[config.mk]
export PLATFORM = sky130hd
export DESIGN_NAME = ps2_tx_flat
export DESIGN_NICKNAME = d
export VERILOG_FILES = /design/src/rtl/ps2_tx_if.sv /design/src/rtl/ps2_tx.sv /design/src/flat_wrapper.sv
export SDC_FILE = /design/constraint.sdc
export NUM_CORES = 1
export LEC_CHECK = 0
export CAP_MARGIN = 20
export CORE_AREA = 2 2 83 85
export DETAILED_ROUTE_END_ITERATION = 16
export DIE_AREA = 0 0 85 87
export PLACE_DENSITY = 0.58
export SLEW_MARGIN = 20
export SYNTH_ARGS = -nofsm -noshare
export SYNTH_HDL_FRONTEND = slang
export SYNTH_SLANG_ARGS = --single-unit
[constraint.sdc]
create_clock -name clk -period 3 [get_ports clk]
set_input_delay 0.6 -clock clk [delete_from_list [all_inputs] [get_ports clk]]
set_output_delay 0.6 -clock clk [all_outputs]
set_load 0.005 [all_outputs]
[src/rtl/ps2_tx_if.sv]
// Host command handshake for the PS/2 transmitter.
// The master issues tx_start/tx_data; the slave reports busy/done/error.
interface ps2_tx_if;
    logic       tx_start;
    logic [7:0] tx_data;
    logic       tx_busy;
    logic       tx_done;
    logic       tx_error;

    modport master (
        output tx_start,
        output tx_data,
        input  tx_busy,
        input  tx_done,
        input  tx_error
    );

    modport slave (
        input  tx_start,
        input  tx_data,
        output tx_busy,
        output tx_done,
        output tx_error
    );
endinterface

[src/rtl/ps2_tx.sv]
// PS/2 host-to-device transmitter: inhibit, request-to-send,
// 8 data bits + odd parity + stop on device clocks, then ACK check.
module ps2_tx #(
    parameter int INHIBIT_CYCLES = 10000,
    parameter int REQ_CYCLES     = 500,
    parameter int TIMEOUT_CYCLES = 1500000
) (
    input  logic clk,
    input  logic reset,
    ps2_tx_if.slave bus,
    input  logic ps2_clk_in,
    input  logic ps2_data_in,
    output logic ps2_clk_oe,
    output logic ps2_data_oe
);

    localparam int MAX_A = (INHIBIT_CYCLES > REQ_CYCLES) ?
                           INHIBIT_CYCLES : REQ_CYCLES;
    localparam int MAX_P = (MAX_A > TIMEOUT_CYCLES) ?
                           MAX_A : TIMEOUT_CYCLES;
    localparam int CW    = $clog2(MAX_P) + 1;

    typedef enum logic [2:0] {
        S_IDLE,
        S_INHIBIT,
        S_REQ,
        S_SHIFT,
        S_ACK,
        S_WAIT
    } state_t;

    state_t        r_state, w_state_n;
    logic [CW-1:0] r_cnt, w_cnt_n;
    logic [3:0]    r_bit, w_bit_n;
    logic [7:0]    r_data, w_data_n;
    logic          r_clk_oe, w_clk_oe_n;
    logic          r_data_oe, w_data_oe_n;
    logic          r_busy, w_busy_n;
    logic          r_done, w_done_n;
    logic          r_err, w_err_n;

    logic r_clk_s1, r_clk_s2, r_clk_prev;
    logic r_dat_s1, r_dat_s2;

    logic       w_fall;
    logic       w_timeout;
    logic [3:0] w_bit_inc;
    logic       w_bit_val;

    // Sync flops idle high so reset never fakes a falling edge
    always_ff @(posedge clk or posedge reset) begin
        if (reset) begin
            r_clk_s1   <= 1'b1;
            r_clk_s2   <= 1'b1;
            r_clk_prev <= 1'b1;
            r_dat_s1   <= 1'b1;
            r_dat_s2   <= 1'b1;
        end else begin
            r_clk_s1   <= ps2_clk_in;
            r_clk_s2   <= r_clk_s1;
            r_clk_prev <= r_clk_s2;
            r_dat_s1   <= ps2_data_in;
            r_dat_s2   <= r_dat_s1;
        end
    end

    assign w_fall    = r_clk_prev & ~r_clk_s2;
    assign w_timeout = (r_cnt == CW'(TIMEOUT_CYCLES - 1));
    assign w_bit_inc = r_bit + 4'd1;
    assign w_bit_val = (w_bit_inc == 4'd9)  ? ~^r_data :
                       (w_bit_inc == 4'd10) ? 1'b1 :
                       r_data[r_bit[2:0]];

    always_ff @(posedge clk or posedge reset) begin
        if (reset) begin
            r_state   <= S_IDLE;
            r_cnt     <= '0;
            r_bit     <= '0;
            r_data    <= '0;
            r_clk_oe  <= 1'b0;
            r_data_oe <= 1'b0;
            r_busy    <= 1'b0;
            r_done    <= 1'b0;
            r_err     <= 1'b0;
        end else begin
            r_state   <= w_state_n;
            r_cnt     <= w_cnt_n;
            r_bit     <= w_bit_n;
            r_data    <= w_data_n;
            r_clk_oe  <= w_clk_oe_n;
            r_data_oe <= w_data_oe_n;
            r_busy    <= w_busy_n;
            r_done    <= w_done_n;
            r_err     <= w_err_n;
        end
    end

    // Outputs are computed for the next state and registered
    always_comb begin
        w_state_n   = r_state;
        w_cnt_n     = r_cnt + CW'(1);
        w_bit_n     = r_bit;
        w_data_n    = r_data;
        w_clk_oe_n  = 1'b0;
        w_data_oe_n = 1'b0;
        w_busy_n    = 1'b0;
        w_done_n    = 1'b0;
        w_err_n     = 1'b0;
        unique case (r_state)
            S_IDLE: begin
                w_cnt_n = '0;
                // r_busy is still high in the done/error cycle
                if (bus.tx_start && !r_busy) begin
                    w_state_n  = S_INHIBIT;
                    w_data_n   = bus.tx_data;
                    w_clk_oe_n = 1'b1;
                    w_busy_n   = 1'b1;
                end
            end
            S_INHIBIT: begin
                w_busy_n   = 1'b1;
                w_clk_oe_n = 1'b1;
                if (r_cnt == CW'(INHIBIT_CYCLES - 1)) begin
                    w_state_n   = S_REQ;
                    w_cnt_n     = '0;
                    w_data_oe_n = 1'b1;
                end
            end
            S_REQ: begin
                w_busy_n    = 1'b1;
                w_clk_oe_n  = 1'b1;
                w_data_oe_n = 1'b1;
                if (r_cnt == CW'(REQ_CYCLES - 1)) begin
                    w_state_n  = S_SHIFT;
                    w_cnt_n    = '0;
                    w_bit_n    = '0;
                    w_clk_oe_n = 1'b0;
                end
            end
            S_SHIFT: begin
                w_busy_n    = 1'b1;
                w_data_oe_n = r_data_oe;
                if (w_fall) begin
                    w_cnt_n     = '0;
                    w_bit_n     = w_bit_inc;
                    w_data_oe_n = ~w_bit_val;
                    if (w_bit_inc == 4'd10) begin
                        w_state_n = S_ACK;
                    end
                end else if (w_timeout) begin
                    w_state_n   = S_IDLE;
                    w_data_oe_n = 1'b0;
                    w_err_n     = 1'b1;
                end
            end
            S_ACK: begin
                w_busy_n = 1'b1;
                if (w_fall) begin
                    w_cnt_n = '0;
                    if (!r_dat_s2) begin
                        w_state_n = S_WAIT;
                    end else begin
                        w_state_n = S_IDLE;
                        w_err_n   = 1'b1;
                    end
                end else if (w_timeout) begin
                    w_state_n = S_IDLE;
                    w_err_n   = 1'b1;
                end
            end
            S_WAIT: begin
                w_busy_n = 1'b1;
                if (r_clk_s2 && r_dat_s2) begin
                    w_state_n = S_IDLE;
                    w_done_n  = 1'b1;
                end else if (w_fall) begin
                    w_cnt_n = '0;
                end else if (w_timeout) begin
                    w_state_n = S_IDLE;
                    w_err_n   = 1'b1;
                end
            end
            default: begin
                w_state_n = S_IDLE;
            end
        endcase
    end

    assign ps2_clk_oe   = r_clk_oe;
    assign ps2_data_oe  = r_data_oe;
    assign bus.tx_busy  = r_busy;
    assign bus.tx_done  = r_done;
    assign bus.tx_error = r_err;

endmodule
[src/flat_wrapper.sv]
// flat-port wrapper written by rule: the top's interface ports become plain ports
module ps2_tx_flat 
#(
    parameter int INHIBIT_CYCLES = 10000,
    parameter int REQ_CYCLES     = 500,
    parameter int TIMEOUT_CYCLES = 1500000
)
  (clk, reset, ps2_clk_in, ps2_data_in, ps2_clk_oe, ps2_data_oe, bus_tx_start, bus_tx_data, bus_tx_busy, bus_tx_done, bus_tx_error);
  ps2_tx_if bus_i ();
  input  logic clk;
  input  logic reset;
  input  logic ps2_clk_in;
  input  logic ps2_data_in;
  output logic ps2_clk_oe;
  output logic ps2_data_oe;
  input wire logic [$bits(bus_i.tx_start)-1:0] bus_tx_start;
  input wire logic [$bits(bus_i.tx_data)-1:0] bus_tx_data;
  output wire logic [$bits(bus_i.tx_busy)-1:0] bus_tx_busy;
  output wire logic [$bits(bus_i.tx_done)-1:0] bus_tx_done;
  output wire logic [$bits(bus_i.tx_error)-1:0] bus_tx_error;
  assign bus_i.tx_start = bus_tx_start;
  assign bus_i.tx_data = bus_tx_data;
  assign bus_tx_busy = bus_i.tx_busy;
  assign bus_tx_done = bus_i.tx_done;
  assign bus_tx_error = bus_i.tx_error;
  ps2_tx #(.INHIBIT_CYCLES(INHIBIT_CYCLES), .REQ_CYCLES(REQ_CYCLES), .TIMEOUT_CYCLES(TIMEOUT_CYCLES)) u_core (.clk(clk), .reset(reset), .bus(bus_i), .ps2_clk_in(ps2_clk_in), .ps2_data_in(ps2_data_in), .ps2_clk_oe(ps2_clk_oe), .ps2_data_oe(ps2_data_oe));
endmodule
==> results.toml <==
[clock_tree]
root_buffer = "clkbuf_8"
path_clk_slew_ns = 0.09
numCtsBuffers = 5
htreeDepth = 2
holdBufCountCts = 0
cts_sinks = 47
clk-insertion-delay-late_ns = 0.30
cts_setup_buffers = 0
cts_resized = 0
cts_tree = "built"
cts_buffer_depth = 2

[setup_path]
endpoint_kind = "register"
path_depth = 5
ff2ff_path_depth = 5
path_max_fanout = 22
crit_chain = "nor4bb_1 > nand4_1 > nor4_1 > o21a_2 > nor2_1"
path_delay_family = "simple AND/OR/NAND/NOR gates"
r2r-start = "u_core.r_cnt[13]$_DFF_PP0_"
slowest_delay_ns = 0.48
cp_slowest_cell = "o21a_2"
r2r_slack_ns = 0.90
crit_path_start_kind = "register"
startpoint = "u_core.r_cnt[13]$_DFF_PP0_"
critPathCapture = "u_core.r_cnt[6]$_DFF_PP0_"
critPathBufInv = 0
critPathKind = "reg2reg"
cp.required_ns = 3.17
critPathArrivalTime_ns = 2.27
r2r_end = "u_core.r_cnt[6]$_DFF_PP0_"

[timing]
fin_crit_ns = 2.10
period_share = 0.701
report.final.slew_viol_count = 0
hold_violations = 0
setup_violations = 0
finClkSkew_ns = 0.00834
slew_headroom = 0.647
fin_setup_tns_ns = 0
fmax_mhz = 475
rsz0062_at_grt = "no"
worstMarginPinSlew_ns = 0.529

[power_and_ir_drop]
power_density_nw_per_um2 = 594
ir_drop_v = 0.000296
p_leak_nw = 1.13

[place]
post_dp_cell_area_um2 = 2780
port-buffer-count = 17
gp_congestion = 0.921
dp.cells = 340
dp.final_hpwl_um = 3420

[yosys]
synth_edf_count = 0
syn_nets = 269
yosys-top-cells-count = "dfrtp_1 (42), nor2_1 (34), xnor2_1 (20)"
synth_top_area_share = 0.412
syn_area_um2 = 2550
yosys_warnings = 0
yosysMostFrequentCell = "dfrtp_1"
synth_area_per_cell_um2 = 10.1
synthCells = 252
synth_cell_types = 51
yosysSeqAreaShare = 0.463
ys_ff_latch = 47
synthFlopType = "dfrtp_1"
synth.top_cells.by_area = "dfrtp_1 (41%), xnor2_1 (6.9%), dfstp_2 (5.1%)"
synthArstFlopShare = 1.00
yosysTopAreaCell = "dfrtp_1"

[floorplan]
die_width_um = 85
coreArea_um2 = 6570
die_area_um2 = 7400
start_util = 0.389
die_y_um = 87
boundaryPins = 18
rows = 30

[run_status]
status = "completed"

[detailed_routing]
wl_um = 4890
routedWlPerCell_um = 14.0
drc = 0
ant_nets = 0
vias_per_cell = 5.39
first_pass_iters = 4
via_count = 1875
drtIter0Drc = 178

[grt]
overflow = 0
grt_max_degree = 27
antenna_found_initial = 0
grt_first_pass_wirelength_um = 8340
grt_pass1_vias = 1734
grtUsageTotal = 0.141

[final_layout]
final_cell_count_no_fill = 348
seq_area_um2 = 1180
multiInputGateArea_um2 = 1280
drive_above_1_share = 0.116
nNetsFinal = 284
num_antenna_cells = 0
stdcell_area_um2 = 2860
syn_to_final_growth_pct = 12.1
utilization = 0.436
n_fill_cell = 624

[run]
maxCapViolations = 0

[worst_hold_path]
hp-class = "reg2reg"
[where the power goes]
group / switching, mW / total [mW] / internal [mW]
registers: 0.0984 / 0.826 / 0.728
clock network: 0.212 / 0.375 / 0.163
logic: 0.227 / 0.497 / 0.270
total: 0.537 / 1.70 / 1.16
[layout by cell type, fill, tap and decap left out, drive strengths merged, types with 2 or more instances in the layout]
| cell type | netlist | final |
|---|---|---|
| buf | 4 | 2 |
| o211ai | 3 | 3 |
| o31ai | 2 | 2 |
| a31oi | 2 | 2 |
| clkbuf | 7 | 6 |
| nand4 | 7 | 7 |
| dfstp | 5 | 5 |
| xor2 | 8 | 8 |
| mux4 | 2 | 2 |
| nor4b | 2 | 2 |
| nor3 | 6 | 6 |
| ha | 4 | 4 |
| nor2b | 4 | 4 |
| dfrtp | 42 | 42 |
| and2 | 3 | 3 |
| a22o | 3 | 3 |
| clkdlybuf4s50 | 0 | 17 |
| nor2 | 34 | 34 |
| nor4 | 4 | 4 |
| and3 | 8 | 8 |
| a21oi | 11 | 11 |
| and4 | 4 | 4 |
| nand3 | 6 | 6 |
| nand2b | 3 | 3 |
| o21bai | 2 | 2 |
| o22ai | 4 | 4 |
| xnor2 | 20 | 20 |
| o21ai | 3 | 3 |
| mux2 | 8 | 8 |
| inv | 7 | 7 |
| a32oi | 2 | 2 |
| nand2 | 19 | 19 |
[routing by layer]
metal,routed length (µm),share of wire,vias to the layer above,track usage
li1,-,-,925,-
met1,2360,0.48,898,0.199
met2,2210,0.45,48,0.214
met3,262,0.054,4,0.0332
met4,62,0.013,0,0.0462
met5,0,0,-,0
[layout make-up]
cell class / count / area share
Multi-Input combinational cell: 187 / 0.448
Sequential cell: 47 / 0.413
Timing Repair Buffer: 19 / 0.0647
Tap cell: 80 / 0.0350
Clock buffer: 6 / 0.0254
Inverter: 7 / 0.00918
Clock inverter: 2 / 0.00437
[cell families (layout without fill, tap and decap cells)]
logic type,after synthesis,in the layout,share of synthesized area
flops,47,47,0.463
buf+inv,18,34,0.0343
simple gates,104,104,0.221
mux,11,11,0.0569
xor+xnor,28,28,0.0961
fa+ha+maj,4,4,0.0196
compound gates,40,40,0.109
[worst reg2reg max path, delay by kind of cell, from the launching register on]
kind / cells / cell delay [ns]
AO/OA/AOI/OAI: 1 / 0.48
flip-flops: 1 / 0.44
AND/OR/NAND/NOR: 4 / 1.04
[registers in the layout, summed over array words and instances, names as in the netlist, 3 cells and up]
| signal | count |
|---|---|
| u_core.r_bit | 4 |
| u_core.r_data | 8 |
| u_core.r_cnt | 22 |
| u_core.r_state | 3 |
[through the flow]
step	hold WS, ns	total power, mW	setup WS, ns
6_report	0.360	1.70	0.896
5_1_grt	0.364	1.82	0.740
4_1_cts	0.362	1.72	0.884
3_5_place_dp	0.349	1.34	0.704
3_3_place_gp	0.346	1.33	0.728
2_1_floorplan	0.345	1.24	1.29
[worst min path at each step]
stage	slack, ns	cells after the start	from	end
final	0.36	0	u_core.r_dat_s1$_DFF_PP1_	u_core.r_dat_s2$_DFF_PP1_
after floorplan	0.35	0	u_core.r_clk_s1$_DFF_PP1_	u_core.r_clk_s2$_DFF_PP1_
after CTS	0.36	0	u_core.r_dat_s1$_DFF_PP1_	u_core.r_dat_s2$_DFF_PP1_
after detailed placement	0.35	0	u_core.r_dat_s1$_DFF_PP1_	u_core.r_dat_s2$_DFF_PP1_
after global routing	0.36	0	u_core.r_dat_s1$_DFF_PP1_	u_core.r_dat_s2$_DFF_PP1_
after global placement	0.35	0	u_core.r_clk_s1$_DFF_PP1_	u_core.r_clk_s2$_DFF_PP1_
Note: power is estimated with default switching activity, not from simulation.
